### config.mk
export PLATFORM = sky130hd
export DESIGN_NAME = pipe_stage_reg
export DESIGN_NICKNAME = d
export VERILOG_FILES = /design/src/rtl/pipe_stage_reg.sv
export SDC_FILE = /design/constraint.sdc
export NUM_CORES = 1
export LEC_CHECK = 0
export ABC_AREA = 1
export BUFFER_PORTS_ARGS = -buffer_cell sky130_fd_sc_hd__buf_2
export CORE_ASPECT_RATIO = 0.5
export CORE_MARGIN = 2
export CORE_UTILIZATION = 30
export DETAILED_ROUTE_END_ITERATION = 10
export MAX_ROUTING_LAYER = met4
export PLACE_DENSITY_LB_ADDON = 0.08
export SKIP_LAST_GASP = 1
export SLEW_MARGIN = 20
export SYNTH_ARGS = -nofsm -noshare
export SYNTH_HDL_FRONTEND = slang
export SYNTH_SLANG_ARGS = --single-unit
export TNS_END_PERCENT = 30
### constraint.sdc
create_clock -name clk -period 1.7 [get_ports clk]
set_input_delay 0.085 -clock clk [delete_from_list [all_inputs] [get_ports clk]]
set_output_delay 0.085 -clock clk [all_outputs]
set_load 0.02 [all_outputs]
### src/rtl/pipe_stage_reg.sv
// Pipeline stage register with valid/ready handshake, a 2-entry skid buffer and synchronous flush.
// Optional STALL_CNT_EN macro adds a saturating stall-cycle counter on stall_cnt.
module pipe_stage_reg #(
  parameter int unsigned W              = 32,
  parameter int unsigned CLEAR_ON_FLUSH = 1,
  parameter int unsigned CNT_W          = 16
) (
  input  logic             clk,
  input  logic             rst,
  input  logic             flush,
  input  logic             in_valid,
  output logic             in_ready,
  input  logic [W-1:0]     in_data,
  output logic             out_valid,
  input  logic             out_ready,
  output logic [W-1:0]     out_data,
  output logic [CNT_W-1:0] stall_cnt
);

  typedef enum logic [1:0] {
    EMPTY = 2'd0,
    FULL  = 2'd1,
    SKID  = 2'd2
  } state_t;

  state_t         state;
  logic [W-1:0]   main_q;
  logic [W-1:0]   skid_q;
  logic           accept;
  logic           consume;

  // Handshake outputs decode registered state only, so neither side sees a combinational path.
  assign out_valid = (state != EMPTY);
  assign in_ready  = (state != SKID);
  assign out_data  = main_q;

  assign accept  = in_valid & in_ready;
  assign consume = out_valid & out_ready;

  always_ff @(posedge clk or posedge rst) begin
    if (rst) begin
      state  <= EMPTY;
      main_q <= '0;
      skid_q <= '0;
    end else if (flush) begin
      state <= EMPTY;
      if (CLEAR_ON_FLUSH != 0) begin
        main_q <= '0;
        skid_q <= '0;
      end
    end else begin
      case (state)
        EMPTY: begin
          if (accept) begin
            state  <= FULL;
            main_q <= in_data;
          end
        end
        FULL: begin
          if (accept && consume) begin
            main_q <= in_data;
          end else if (accept) begin
            state  <= SKID;
            skid_q <= in_data;
          end else if (consume) begin
            state <= EMPTY;
          end
        end
        SKID: begin
          if (consume) begin
            state  <= FULL;
            main_q <= skid_q;
          end
        end
        default: begin
          state <= EMPTY;
        end
      endcase
    end
  end

`ifdef STALL_CNT_EN
  logic [CNT_W-1:0] stall_q;

  always_ff @(posedge clk or posedge rst) begin
    if (rst) begin
      stall_q <= '0;
    end else if (out_valid && !out_ready && !flush && (stall_q != '1)) begin
      stall_q <= stall_q + 1'b1;
    end
  end

  assign stall_cnt = stall_q;
`else
  assign stall_cnt = '0;
`endif

endmodule

# Word-level counts from Yosys, hierarchy flattened
# Cells that the tools add are included.
[totals]
reg_bits = 66
input_bits = 37
output_inout_bits = 50
elab_cells = 38
[op_classes]
eq_ne = 9
muxes = 15
bitwise_logic = 2
reduce_logical = 9
[op_table]
columns = ["cell", "n"]
rows = [
  ["$mux W32", 7],
  ["$pmux W32 S3", 1],
  ["$mux W2", 6],
  ["$ne A3 B3 Y1 const B", 4],
  ["$reduce_and A4 Y1", 2],
  ["$pmux W2 S3", 1],
  ["$reduce_bool A2 Y1", 3],
  ["$ne A2 B2 Y1 const B", 2],
  ["$ne A4 B4 Y1 const B", 1],
  ["$reduce_bool A4 Y1", 1],
  ["$reduce_and A3 Y1", 1],
  ["$and A1 B1 Y1", 2],
  ["$eq A2 B1 Y1 const B", 1],
  ["$eq A2 B2 Y1 const B", 1],
  ["$logic_not A2 Y1", 1],
  ["$logic_and A1 B1 Y1", 1],
]

# Logic depth before layout (Yosys ltp)
[depth]
depth_word = 7
ltp_mapped = 11

# Worst setup path after synthesis
# OpenSTA, ideal clock, no wires.
[synth_timing]
kind = "register -> register"
startpoint = "register state[0]"
endpoint = "register main_q[0] (netlist: out_data[0])"
setup_time_ps = 118
t_arrival_ps = 1497
required_time_ps = 1582
setup_slack_ps = 84
path_stages_with_launch = 12
path_buffers = 1
period_less_slack_ps = 1616
path_cell_list = "dfrtp_1 -> inv_1 -> ha_1 -> inv_2 -> nand2_2 -> nand2_1 -> inv_1 -> nand2_2 -> nand3_2 -> buf_4 -> nand2_1 -> nand2_1"
[synth_between]
elab_chain_len = 5
elab_cells_between_ends = 15
classes_between = "eq/ne (6); mux (2); bitwise (2); reduce/logical (5)"
[synth_lines]
columns = ["item", "line", "source"]
rows = [
  ["from (decl)", "26", "state_t state;"],
  ["from (signal assigned)", "42", "state <= EMPTY;"],
  ["from (signal assigned)", "46", "state <= EMPTY;"],
  ["from (signal assigned)", "55", "state <= FULL;"],
  ["$reduce_bool A2 Y1 (*)", "33", "assign out_valid = (state != EMPTY);"],
  ["net out_valid", "14", "output logic out_valid,"],
  ["$and A1 B1 Y1 (*)", "38", "assign consume = out_valid & out_ready;"],
  ["$logic_and A1 B1 Y1", "60", "if (accept && consume) begin"],
  ["$ne A3 B3 Y1 (no line)", "-", ""],
  ["$reduce_and A4 Y1 (no line) (*)", "-", ""],
  ["to (signal assigned)", "56", "main_q <= in_data;"],
  ["to (signal assigned)", "61", "main_q <= in_data;"],
  ["to (signal assigned)", "72", "main_q <= skid_q;"],
  ["to (decl)", "27", "logic [W-1:0] main_q;"],
]
# The timed path passes the listed nets; every way through them passes the cells marked *.
# A chain may end at the register's enable or synchronous reset.

# Worst setup path in the final report
[layout_timing]
startpoint = "register state[1]"
endpoint = "output in_ready"
[layout_between]
elab_chain_len = 1
[layout_lines]
columns = ["item", "line", "source"]
rows = [
  ["$ne A2 B2 Y1", "34", "assign in_ready = (state != SKID);"],
  ["to (decl)", "12", "output logic in_ready,"],
]
# No other way between the ends.

==> summary.txt <==
Global routing
  – GRT Util Overall: 0.177
  – GRT overflow: 0
  – Wire length of the first global-routing pass: 16.3 mm
  – Routing usage on met2: 0.254
  – M1 GR Usage: 0.247
  – Number of antenna violations at the first check in global routing: 0
  – Largest net degree at the start of global routing: 67
  – Met3 GRT Util: 0.0483
  – Busiest layer in global routing: met2
  – Via count of the first global-routing pass: ~3100

Setup path
  – Startpoint type of the worst setup path: flip-flop
  – Largest stage delay, worst path: 390 ps
  – Element type at the critical path end: primary output
  – Top cell family by delay on the critical path: buffers and inverters
  – Data required time of the critical path: 1620 ps
  – Cell Chain, Critical Path: buf_4, ha_1, inv_2, buf_6, buf_2
  – Worst Path Buf+Inv: 4
  – Worst endpoint data arrival time: 1510 ps
  – Worst setup path class: flip-flop to primary output
  – Critical-path maximum fanout: 8
  – Slowest-stage cell, CP: sky130_fd_sc_hd__dfrtp_1

Logic synthesis
  – Cell area after synthesis: 0.00341 mm2
  – Total number of yosys warnings: 0
  – Unique cell type count in the Yosys netlist: 19
  – Post-synthesis average cell area: around 7.7 um2
  – Number of flops mapped to enable cells by yosys: 0
  – Seq/Total Area, Yosys: 0.485
  – Synth Flop Type: sky130_fd_sc_hd__dfrtp_1
  – Number of standard cells after synthesis: 444
  – Share of flip-flops with an asynchronous set or reset after synthesis: 1.00
  – Flop and latch count out of synthesis: 66

Cells and area
  – Most common cell after layout, fill and taps aside: sky130_fd_sc_hd__nand2_1
  – NumNets Final: 594
  – Inserted Diodes: 0
  – Final std cell area, no fill: between 0.004 and 0.005 mm2
  – Post-synthesis to final-layout area growth: 35.4%
  – Area occupied by multi-input gates: 0.00150 mm2
  – Fraction of layout instances using a drive strength above 1: 0.221
  – Number of fillers in the final layout: 1148
  – Most used cells in the layout excluding fill and tap cells: sky130_fd_sc_hd__nand2_1, sky130_fd_sc_hd__buf_2, sky130_fd_sc_hd__nor2_1
  – Area taken by flip-flops and latches: 0.00165 mm2

Die
  – Initial cell density of the core: 0.309
  – Placeable core area: 0.0110 mm2
  – Die extent in y: 79.4 um
  – Std cell rows: 27
  – Die outline area: 0.0123 mm2
  – Number of top-level design ports: 87
  – Die X-Extent: 155 um

Clock tree
  – Clock tree from TritonCTS: built
  – Clk slew on worst S/H paths: 50 ps
  – Maximum level of the CTS H-tree: 3
  – Maximum count of clock buffers along a single path: 2
  – Num CTS Buffers: 9
  – Clock latency at the later pin of the worst-skew pair: ~330 ps
  – Number of clock sinks seen by CTS: 66
  – Root Buffer: sky130_fd_sc_hd__clkbuf_16

Routing
  – First-pass iteration count of the detailed router: 4
  – Antenna viol nets, final: 0
  – Detailed-route DRC error count: 0
  – Per-cell routed wire length: 14.0 um
  – Starting DRT DRC Count: 155
  – Detailed-route wire length: 9.82 mm
  – Vias: 3158
  – Number of vias per cell after detailed routing: 4.50

Timing
  – Final-report max-slew violation count: 0
  – Hold violation total from the final report: 0
  – Setup TNS after final layout: 0 ps
  – Post-route clock period utilization: 0.940
  – Period minus WS final: 1600 ps
  – Skew final: 4.47 ps
  – Setup Viol. Count Final: 0
  – FMAX: roughly 630 MHz
  – Unrepaired setup endpoints after global routing: true

Min path
  – Path class of the lowest-slack min-delay path: input pin to flip-flop

Power and ir drop
  – Sequential power share: 0.340
  – Pwr per Cell Area: 1450 mW/mm2
  – Proportion of power drawn by combinational gates: 0.402
  – Leak: 0.00259 uW
  – Clk pwr share: 0.258
  – Net switching fraction of the power: 0.398
  – VDD IR max: between 500 and 600 uV
  – Switching power total: 2670 uW
  – Int Power: 4030 uW

Placement
  – Placement Cell Area: 0.00400 mm2
  – Routability congestion estimate: between 0.7 and 0.8
  – Number of port buffers: 70
  – DP Wirelength: 6.38 mm

Flow run
  – Number of max-capacitance violations reported: 0

Outcome
  – Result of the run: complete, no violations
-- cells in the mapped netlist (3+ instances only) --
cell type / number / area (um2)
sky130_fd_sc_hd__buf_2: 12 / 60.1
sky130_fd_sc_hd__buf_4: 22 / 165
sky130_fd_sc_hd__clkbuf_1: 11 / 41.3
sky130_fd_sc_hd__dfrtp_1: 66 / 1650
sky130_fd_sc_hd__ha_1: 5 / 62.6
sky130_fd_sc_hd__inv_1: 9 / 33.8
sky130_fd_sc_hd__inv_2: 3 / 11.3
sky130_fd_sc_hd__nand2_1: 138 / 518
sky130_fd_sc_hd__nand2_2: 3 / 18.8
sky130_fd_sc_hd__nand3_1: 33 / 165
sky130_fd_sc_hd__nand4_1: 33 / 206
sky130_fd_sc_hd__nor2_1: 69 / 259
sky130_fd_sc_hd__o21ai_0: 24 / 120
sky130_fd_sc_hd__o21ai_1: 8 / 40.0
-- through the flow --
step	hold WS [ps]	total power, uW	worst slack, ps	cells	utilization
after global routing	135	7180	-25.5	701	0.418
final	124	6690	102	701	0.418
after global placement	227	4950	78.1	653	0.362
after detailed placement	222	4940	58.8	653	0.362
after floorplan	195	3960	84.4	459	-
after CTS	116	6760	13.5	701	0.416
-- path summary, 6_finish.rpt --
kind                                         start                  endpoint  slack (ps)  cells past startpoint
hold reg to reg            out_data[2]$_DFFE_PP0P_   out_data[2]$_DFFE_PP0P_         470                      2
setup / recovery              state[1]$_DFFE_PP0P_                  in_ready         100                      5
min in group asynchronous                      rst    skid_q[27]$_DFFE_PP0P_         410                      4
max in group asynchronous                      rst  out_data[15]$_DFFE_PP0P_         990                      4
setup reg to reg              state[1]$_DFFE_PP0P_   out_data[7]$_DFFE_PP0P_         110                     11
hold / removal                           out_ready      state[1]$_DFFE_PP0P_         120                      4
-- repair_timing --
action / 4_1_cts / 5_1_grt
setup endpoints to repair: 0 / 42
endpoints found under the hold margin: 98 / 0
hold buffers: 33 / 0
buffers inserted: 0 / 0
gates resized for setup: 0 / 5
-- worst reg2reg max path, cell delays in order (launching register included) --
cell                      delay [ps]
sky130_fd_sc_hd__dfrtp_1         370
sky130_fd_sc_hd__inv_1            70
sky130_fd_sc_hd__ha_1            220
sky130_fd_sc_hd__inv_2           100
sky130_fd_sc_hd__nand2_2          70
sky130_fd_sc_hd__nand2_1          80
sky130_fd_sc_hd__inv_1            50
sky130_fd_sc_hd__nand2_2          90
sky130_fd_sc_hd__nand3_2         100
sky130_fd_sc_hd__buf_4           200
sky130_fd_sc_hd__nand2_1          80
sky130_fd_sc_hd__nand2_1          60
-- power by group through the flow --
stage | Clock, uW | Combinational (uW) | Sequential [uW]
2_1_floorplan | 0 | 1240 | 2710
3_3_place_gp | 0 | 2640 | 2310
3_5_place_dp | 0 | 2650 | 2290
4_1_cts | 1770 | 2720 | 2280
5_1_grt | 1850 | 2990 | 2340
6_report | 1730 | 2690 | 2270
-- metal layers --
layer | vias to the layer above | routed length, um
met4 | 0 | 102
met1 | 1452 | 5040
met2 | 79 | 4170
li1 | 1619 | -
met3 | 8 | 508
met5 | - | 0
-- kinds of logic after synthesis --
family | share of synthesized area
adder cells (fa/ha/maj) | 0.0184
other | 0.00110
AO/OA/AOI/OAI | 0.0470
AND/OR/NAND/NOR | 0.355
buffers and inverters | 0.0936
flip-flops | 0.485
-- cell type report --
type / count / share of cell area
clock buffer: 13 / 0.0564
clock inverter: 2 / 0.00271
sequential: 66 / 0.358
timing repair buffer: 129 / 0.209
inverter: 12 / 0.0106
tap: 145 / 0.0393
multi-input combinational: 334 / 0.324
-- state kept, by name, summed over array words and instances, names as in the netlist --
| signal | count |
|---|---|
| out_data | 32 |
| skid_q | 32 |
| state | 2 |
No activity file was read; power rests on OpenSTA's default activity.
